<file path="src/rtl/jk_drv_pkg.sv">
// Shared types for the JK latch-bank driver: FSM state encoding and the
// {j,k} excitation codes used to move one latch between states.
package jk_drv_pkg;

  typedef enum logic [2:0] {
    IDLE,
    DRIVE,
    SETTLE,
    CHECK,
    REPORT
  } state_e;

  // Encodings are {j, k}; the toggle code 2'b11 is deliberately absent.
  localparam logic [1:0] JK_HOLD  = 2'b00;
  localparam logic [1:0] JK_SET   = 2'b10;
  localparam logic [1:0] JK_RESET = 2'b01;

endpackage

</file>
<file path="src/rtl/jk_excite.sv">
// Per-bit JK excitation: maps (current q, wanted q) to the j/k pair that
// moves the latch there, never requesting a toggle.
module jk_excite
  import jk_drv_pkg::*;
#(
  parameter int WIDTH = 8
) (
  input  logic [WIDTH-1:0] cur_i,
  input  logic [WIDTH-1:0] tgt_i,
  output logic [WIDTH-1:0] j_o,
  output logic [WIDTH-1:0] k_o
);

  always_comb begin
    j_o = '0;
    k_o = '0;
    for (int i = 0; i < WIDTH; i++) begin
      // Unknown current bits fall into the hold code, so X never turns into a pulse.
      case ({cur_i[i], tgt_i[i]})
        2'b01:   {j_o[i], k_o[i]} = JK_SET;
        2'b10:   {j_o[i], k_o[i]} = JK_RESET;
        default: {j_o[i], k_o[i]} = JK_HOLD;
      endcase
    end
  end

endmodule

</file>
<file path="src/rtl/jk_latch_driver.sv">
// Drives a bank of JK latches toward a requested word: encode, pulse the
// latch enable, wait for settle, then read back and flag mismatching bits.
module jk_latch_driver
  import jk_drv_pkg::*;
#(
  parameter int WIDTH         = 8,
  parameter int EN_CYCLES     = 1,
  parameter int SETTLE_CYCLES = 2,
  parameter int HOLD_SKIP     = 1
) (
  input  logic             clk,
  input  logic             rst,
  input  logic             in_valid,
  output logic             in_ready,
  input  logic [WIDTH-1:0] in_target,
  input  logic [WIDTH-1:0] q_fb,
  output logic [WIDTH-1:0] j,
  output logic [WIDTH-1:0] k,
  output logic             en,
  output logic             busy,
  output logic             done,
  output logic             err,
  output logic [WIDTH-1:0] err_mask
);

  localparam int CNT_MAX = (EN_CYCLES > SETTLE_CYCLES) ? EN_CYCLES : SETTLE_CYCLES;
  localparam int CNT_W   = $clog2(CNT_MAX + 1);
  localparam logic [CNT_W-1:0] EN_LOAD  = CNT_W'(EN_CYCLES - 1);
  localparam logic [CNT_W-1:0] SET_LOAD = CNT_W'((SETTLE_CYCLES > 0) ? SETTLE_CYCLES - 1 : 0);

  state_e           state_q, state_d;
  logic [CNT_W-1:0] cnt_q, cnt_d;
  logic [WIDTH-1:0] tgt_q, tgt_d;
  logic [WIDTH-1:0] cur_q, cur_d;
  logic [WIDTH-1:0] j_q, j_d, k_q, k_d;
  logic             en_q, en_d;
  logic             done_q, done_d;
  logic             err_q, err_d;
  logic [WIDTH-1:0] err_mask_q, err_mask_d;
  logic             in_ready_q, in_ready_d;
  logic             busy_q, busy_d;

  logic [WIDTH-1:0] exc_cur, exc_tgt, exc_j, exc_k;

  // At accept the excitation must come from the live inputs; afterwards from the captured pair.
  assign exc_cur = (state_q == IDLE) ? q_fb      : cur_q;
  assign exc_tgt = (state_q == IDLE) ? in_target : tgt_q;

  jk_excite #(
    .WIDTH(WIDTH)
  ) u_excite (
    .cur_i(exc_cur),
    .tgt_i(exc_tgt),
    .j_o  (exc_j),
    .k_o  (exc_k)
  );

  always_comb begin
    state_d    = state_q;
    cnt_d      = cnt_q;
    tgt_d      = tgt_q;
    cur_d      = cur_q;
    j_d        = j_q;
    k_d        = k_q;
    en_d       = en_q;
    done_d     = 1'b0;
    err_d      = err_q;
    err_mask_d = err_mask_q;

    case (state_q)
      IDLE: begin
        if (in_valid) begin
          tgt_d      = in_target;
          cur_d      = q_fb;
          err_d      = 1'b0;
          err_mask_d = '0;
          if ((HOLD_SKIP != 0) && (in_target == q_fb)) begin
            state_d = REPORT;
            done_d  = 1'b1;
          end else begin
            state_d = DRIVE;
            cnt_d   = EN_LOAD;
            j_d     = exc_j;
            k_d     = exc_k;
            en_d    = 1'b1;
          end
        end
      end
      DRIVE: begin
        if (cnt_q == '0) begin
          en_d = 1'b0;
          j_d  = '0;
          k_d  = '0;
          if (SETTLE_CYCLES == 0) begin
            state_d = CHECK;
          end else begin
            state_d = SETTLE;
            cnt_d   = SET_LOAD;
          end
        end else begin
          cnt_d = cnt_q - CNT_W'(1);
          j_d   = exc_j;
          k_d   = exc_k;
        end
      end
      SETTLE: begin
        if (cnt_q == '0) begin
          state_d = CHECK;
        end else begin
          cnt_d = cnt_q - CNT_W'(1);
        end
      end
      CHECK: begin
        err_mask_d = q_fb ^ tgt_q;
        err_d      = |(q_fb ^ tgt_q);
        done_d     = 1'b1;
        state_d    = IDLE;
      end
      REPORT: begin
        state_d = IDLE;
      end
      default: begin
        state_d = IDLE;
        en_d    = 1'b0;
        j_d     = '0;
        k_d     = '0;
      end
    endcase

    in_ready_d = (state_d == IDLE);
    busy_d     = (state_d != IDLE);
  end

  always_ff @(posedge clk or posedge rst) begin
    if (rst) begin
      state_q    <= IDLE;
      cnt_q      <= '0;
      tgt_q      <= '0;
      cur_q      <= '0;
      j_q        <= '0;
      k_q        <= '0;
      en_q       <= 1'b0;
      done_q     <= 1'b0;
      err_q      <= 1'b0;
      err_mask_q <= '0;
      in_ready_q <= 1'b1;
      busy_q     <= 1'b0;
    end else begin
      state_q    <= state_d;
      cnt_q      <= cnt_d;
      tgt_q      <= tgt_d;
      cur_q      <= cur_d;
      j_q        <= j_d;
      k_q        <= k_d;
      en_q       <= en_d;
      done_q     <= done_d;
      err_q      <= err_d;
      err_mask_q <= err_mask_d;
      in_ready_q <= in_ready_d;
      busy_q     <= busy_d;
    end
  end

  assign j        = j_q;
  assign k        = k_q;
  assign en       = en_q;
  assign done     = done_q;
  assign err      = err_q;
  assign err_mask = err_mask_q;
  assign in_ready = in_ready_q;
  assign busy     = busy_q;

endmodule

</file>
<file path="config.mk">
export PLATFORM = sky130hd
export DESIGN_NAME = jk_latch_driver
export DESIGN_NICKNAME = d
export VERILOG_FILES = /design/src/rtl/jk_drv_pkg.sv /design/src/rtl/jk_excite.sv /design/src/rtl/jk_latch_driver.sv
export SDC_FILE = /design/constraint.sdc
export NUM_CORES = 1
export LEC_CHECK = 0
export CAP_MARGIN = 20
export CORE_UTILIZATION = 47
export DETAILED_ROUTE_END_ITERATION = 7
export GPL_TIMING_DRIVEN = 0
export PLACE_DENSITY = 0.73
export SYNTH_ARGS = -nofsm -noshare
export SYNTH_HDL_FRONTEND = slang
export SYNTH_HIERARCHICAL = 1
export SYNTH_SLANG_ARGS = --single-unit
</file>
<file path="constraint.sdc">
create_clock -name clk -period 2.3 [get_ports clk]
set_clock_uncertainty 0.2 [all_clocks]
set_input_delay 0.46 -clock clk [delete_from_list [all_inputs] [get_ports clk]]
set_output_delay 0.46 -clock clk [all_outputs]
set_load 0.01 [all_outputs]
</file>
==> results of run 1 <==
## kinds of logic (layout without fill, tap and decap cells)
group | Yosys count | in the layout | share of synthesized area [%]
adders and majority gates | 2 | 2 | 0.989
AOI/OAI and AO/OA | 41 | 41 | 12.5
DFF | 50 | 50 | 49.5
muxes | 33 | 33 | 14.7
and+or+nand+nor | 48 | 48 | 13.9
xor gates and xnor gates | 16 | 16 | 5.54
buffers and inverters | 15 | 74 | 2.92
## power by group
part           switching, µW  internal, µW  total, µW  leakage [µW]
combinational            978          1150       2130      0.000786
clock                    294           325        619     0.0000514
sequential               206          1230       1440      0.000630
## registers in the layout, indices dropped and copies added (netlist names), 2 cells and up
register,count
tgt_q,8
state_q,3
cnt_q,2
j,8
cur_q,8
k,8
err_mask,8
## stage by stage
stage / hold slack, ns / cell area [µm²] / cells / total power (µW)
detailed placement: 0.277 / 3100 / 322 / 3540
floorplan: 0.257 / 2530 / 205 / 2850
global route: 0.263 / 3270 / 334 / 4480
global placement: 0.267 / 3080 / 321 / 3480
CTS: 0.260 / 3230 / 333 / 4190
finish: 0.249 / 3270 / 334 / 4180
## cells in the final DEF (no fill, tap or decap), drive strengths merged
master,count
a22o,16
nand2,6
nor2,5
dlymetal6s2s,9
inv,5
xor2,8
dfrtp,49
a31o,1
ha,2
and2b,16
buf,10
dfstp,1
o22a,1
nand2b,2
nor3,2
nor2b,2
a32o,1
a2111oi,1
o31ai,1
bufinv,1
o22ai,2
nor4,2
dlygate4sd2,1
mux2,33
clkinvlp,1
o21ai,11
a211oi,1
xnor2,8
a21oi,4
nand4,2
clkbuf,11
nand3b,1
nand3,10
a31oi,2
clkdlybuf4s50,36
## cell type report
| class | instances | share of cell area, % |
|---|---|---|
| Clock inverter | 2 | 1.15 |
| Multi-Input combinational cell | 140 | 37.2 |
| Inverter | 5 | 0.573 |
| Buffer | 10 | 1.68 |
| Timing Repair Buffer | 51 | 16.2 |
| Clock buffer | 6 | 2.22 |
| Sequential cell | 50 | 38.3 |
| Tap cell | 70 | 2.68 |
## path summary, 6_finish.rpt
path | cells after the start | endpoint | start | slack [ns]
hold / removal | 2 | cur_q[0]$_DFFE_PP0P_ | rst | 0.25
setup reg to reg | 6 | j[3]$_DFFE_PP0P_ | state_q[2]$_DFF_PP0_ | 0.17
min in group clk | 2 | tgt_q[5]$_DFFE_PP0P_ | in_target[5] | 0.25
max in group asynchronous | 3 | in_ready$_DFF_PP1_ | rst | 1.07
hold reg to reg | 1 | cur_q[4]$_DFFE_PP0P_ | cur_q[4]$_DFFE_PP0P_ | 0.29
setup / recovery | 7 | k[5]$_DFFE_PP0P_ | q_fb[3] | 0.07
## metal layers
layer | wire length, µm | global-route usage (%) | vias up
met4 | 85 | 6.17 | 0
met1 | 2500 | 28.2 | 837
met5 | 0 | 0 | -
met2 | 2390 | 32.6 | 31
li1 | - | - | 846
met3 | 172 | 4.63 | 8
## timing repair
action / in CTS / in global routing
gates resized for setup: 1 / 11
pin swaps: 2 / 5
hold buffers: 0 / 0
setup endpoints to repair: 14 / 10
setup buffers: 3 / 1
==> impl_metrics.ini, run 1 <==
[critical_path]
critPathLaunchType = primary input
cp-end-kind = flop
crit_required_ns = 2.30
arrival_ns = 2.23
cp_max_fo = 10
crit_chain = clkdlybuf4s50_1 -> xor2_1 -> nor4_4 -> nand2_4 -> a31o_4 -> buf_6 -> a22o_1
critical-path-max-stage-delay_ns = 0.50
worstSetupPathType = in2reg
critPathBufInv = 2
cp_top_family = buffers and inverters
crit_path_top_delay_cell = clkdlybuf4s50_1

[synthesis]
synth_commonest_cells = dfrtp_1 (49), mux2_1 (26), a22o_1 (16), and2b_2 (16)
postSynthAreaPerCell_um2 = 12.3
netlist.top_cell.by_area = dfrtp_1
synth_flop_cell = dfrtp_1
async_flop_share_pct = 100
synth.yosys.seq_area_share_pct = 49.5
yosysMostFrequentCell = dfrtp_1
synth-seq-cells = 50
synth_area_mm2 = 0.00253
yosysUniqueCellTypes = 38
syn_inst = 205
synthTopCellsByArea = dfrtp_1 (48%), mux2_1 (12%), a22o_1 (5.5%)
synth_nets = 226
synth_top_area_share_pct = 48.5
synth-edff-count = 0
yosysWarnings = 6

[die]
dieHeight_um = 75.4
ios = 48
dieWidth_um = 75.4
die-area_mm2 = 0.00568
coreArea_mm2 = 0.00514
start_util_pct = 49.2
placementRows = 26

[drt]
wirelength_um = 5150
post-route-drc-count = 0
vias = 1722
wl_per_cell_um = 15.4
drtIter0Drc = 102
first_pass_iters = 4
detail_route.vias_per_cell = 5.16
drtAntennaViolNets = 0

[clock_tree]
ctsLongestPathBuffers = 2
cts_root_buf = clkbuf_8
numCtsBuffers = 5
clk_latency_ns = 0.31
clk_pin_slew_worst_paths_ns = 0.09
cts_tree = built
clock-sinks = 50
cts_max_level = 2

[sta]
fin_crit_sh_pct = 96.9
tns_ns = 0
fin_crit_ns = 2.23
max_freq_ghz = 0.449
tightest_slew_ns = 0.474
rsz0062_at_grt = false
hold_viol_final = 0
relSlewSlack_pct = 68.4
slew_violations = 0
finalWorstSetupSlack_ns = 0.0711
finalSetupViolCount = 0

[cells_and_area]
area_growth_pct = 29.4
fillers = 461
final-seq-area_mm2 = 0.00125
drive_above_1_share_pct = 19.3
nets = 284
post-route-util_pct = 63.7
num_antenna_cells = 0
multi_input_area_mm2 = 0.00122

[flow_run]
max_cap_viol_count = 0

[pwr]
p_leak_uw = 0.00147
peakVddDrop_mv = 0.673
power.density_mw_per_mm2 = 1280

[placed_design]
hpwl_um = 3680
numPortBuffers = 46
pre_cts_ws_ns = -0.386
gp_congestion = 0.801

[global_routing]
grt_pass1_wl_um = 8470
grt_use_total_pct = 20.5
grt_max_degree = 35
antenna_found_initial = 0
grt_pass1_vias = 1738
grt_overflow = 0

[outcome]
outcome = finished, final reports clean

[min_path]
min_path_type = in2async
Power figures use the tool's default switching activity.
==> run 2, diff against run 1 <==
- CORE_UTILIZATION: 47 -> 40
- PLACE_DENSITY: 0.73 -> 0.64
- REMOVE_ABC_BUFFERS: unset -> 1
==> run 2 against run 1 <==
  * First-iteration DRC count down 43%
  * Core utilization fell by 10 points
  * Combinational power shrank 3%
  * Final area down 1.5%
  * Critical endpoint is now j[2]$_DFFE_PP0P_
  * Largest cell class unchanged
  * Largest power group unchanged
==> impl_metrics.ini, run 2 (same netlist as run 1, synthesis figures left out) <==
[die]
dieWidth_um = 81.5
ios = 48
coreArea_mm2 = 0.00603
start_util_pct = 42.0
placementRows = 28
dieHeight_um = 81.5
die-area_mm2 = 0.00664

[placed_design]
numPortBuffers = 47
placed_area_mm2 = 0.00306
gp_congestion = 0.790
hpwl_um = 3420

[critical_path]
reg2regPathDepth = 5
rrSetupSlack_ns = 0.12
critical-path-max-stage-delay_ns = 0.49
arrival_ns = 2.22
cp-startpoint = q_fb[5]
cp-end-kind = flop
worstSetupPathType = in2reg
critPathLaunchType = primary input
crit_chain = clkdlybuf4s50_1 -> xor2_1 -> nor4_4 -> nand2_4 -> a31o_4 -> a22o_1
rr_startpoint = state_q[0]$_DFF_PP0_
worstReg2RegEnd = k[7]$_DFFE_PP0P_
cp_max_fo = 8
crit_path_top_delay_cell = clkdlybuf4s50_1
crit_required_ns = 2.29
worstSetupEndpoint = j[2]$_DFFE_PP0P_

[clock_tree]
cts_max_level = 2
numCtsBuffers = 5
ctsHoldBuffers = 0
cts_root_buf = clkbuf_8
cts_tree = built
clk_pin_slew_worst_paths_ns = 0.09
clk_latency_ns = 0.30
ctsLongestPathBuffers = 2
clock-sinks = 50

[global_routing]
grt_max_degree = 38
grt_pass1_vias = 1712
grt_pass1_wl_um = 8490
grt_overflow = 0
antenna_found_initial = 0
grt_use_total_pct = 17.3

[sta]
hold_viol_final = 0
fin_crit_sh_pct = 96.9
rsz0062_at_grt = false
fin_crit_ns = 2.23
hold_ws_ns = 0.217
slew_violations = 0
relSlewSlack_pct = 56.6
finalSetupViolCount = 0
tightest_slew_ns = 0.649
max_freq_ghz = 0.449

[outcome]
outcome = finished, final reports clean

[pwr]
p_leak_uw = 0.00138
peakVddDrop_mv = 0.557
power.density_mw_per_mm2 = 1290

[cells_and_area]
nets = 276
drive_above_1_share_pct = 17.6
num_antenna_cells = 0
layout_commonest_cell = dfrtp_1
area_growth_pct = 27.5
layout_common_cells = dfrtp_1 (49), clkdlybuf4s50_1 (45), mux2_1 (26)
design_area_mm2 = 0.00322

[drt]
drtIter0Drc = 58
wirelength_um = 5260
vias = 1742
wl_per_cell_um = 15.9
detail_route.vias_per_cell = 5.26
post-route-drc-count = 0
first_pass_iters = 4
drtAntennaViolNets = 0

[min_path]
min_path_type = in2async

[flow_run]
max_cap_viol_count = 0
-- run 2: cell types whose count changed in the layout (fill, tap and decap cells not counted), moves of 2 or more --
| cell | change |
|---|---|
| xor2_2 | -2 |
| buf_4 | -2 |
| clkbuf_1 | -4 |
| buf_2 | -2 |
| dlymetal6s2s_1 | -7 |
| xor2_1 | +2 |
| clkdlybuf4s50_1 | +9 |
-- run 2: through the flow --
| stage | std cells | power (µW) | util [%] | setup TNS (ns) | worst slack, ns |
|---|---|---|---|---|---|
| final | 331 | 4150 | 53.5 | 0 | 0.0715 |
| after detailed placement | 318 | 3450 | 50.7 | -18.35 | -0.526 |
| after CTS | 329 | 4120 | 52.9 | 0 | 0.0113 |
| after global routing | 331 | 4450 | 53.5 | 0 | 0.0224 |
| after global placement | 317 | 3410 | 50.4 | -48.06 | -0.604 |
| after floorplan | 195 | 2780 | - | 0 | 0.0357 |
-- run 2: worst min-delay path by stage --
stage                               startpoint              endpoint  slack (ns)  cells past startpoint
after floorplan           cur_q[0]$_DFFE_PP0P_  cur_q[0]$_DFFE_PP0P_        0.26                      1
after global placement    cur_q[1]$_DFFE_PP0P_  cur_q[1]$_DFFE_PP0P_        0.27                      1
after detailed placement  cur_q[1]$_DFFE_PP0P_  cur_q[1]$_DFFE_PP0P_        0.27                      1
after CTS                                  rst      k[4]$_DFFE_PP0P_        0.23                      2
after global routing                       rst      k[4]$_DFFE_PP0P_        0.26                      2
final                                      rst      k[4]$_DFFE_PP0P_        0.22                      2
-- run 2: cell type report --
class | count | area (µm²)
clock buffer | 7 | 76.3
clock inverter | 1 | 30.0
fill | 543 | 2800
inverter | 5 | 18.8
multi-input combinational | 141 | 1230
sequential | 50 | 1250
tap | 75 | 93.8
timing repair buffer | 52 | 526
-- run 2: critical path: cells and delay by family --
family                 cells  cell delay, ns
AO/OA/AOI/OAI              2            0.59
buffers and inverters      1            0.49
AND/OR/NAND/NOR            2            0.49
XOR/XNOR                   1            0.20
-- run 2: where the power goes --
group          internal (µW)  switching, µW  total [µW]
logic                   1120            936        2060
registers               1230            251        1480
clock network            326            284         610
total                   2670           1470        4150
-- run 2: layer usage --
metal	GRT usage (%)	routed length [µm]	up-vias	share of wire [%]
met2	27.8	2500	29	48
met3	3.33	123	6	2.3
met4	6.43	74	0	1.4
met5	0	0	-	0
met1	23.1	2560	860	49
li1	-	-	847	-
-- run 2: repair_timing --
item / CTS / global route
pin swaps: 2 / 3
gates cloned: 0 / 1
setup endpoints to repair: 43 / 17
gates resized for setup: 0 / 4
buffers inserted: 3 / 1
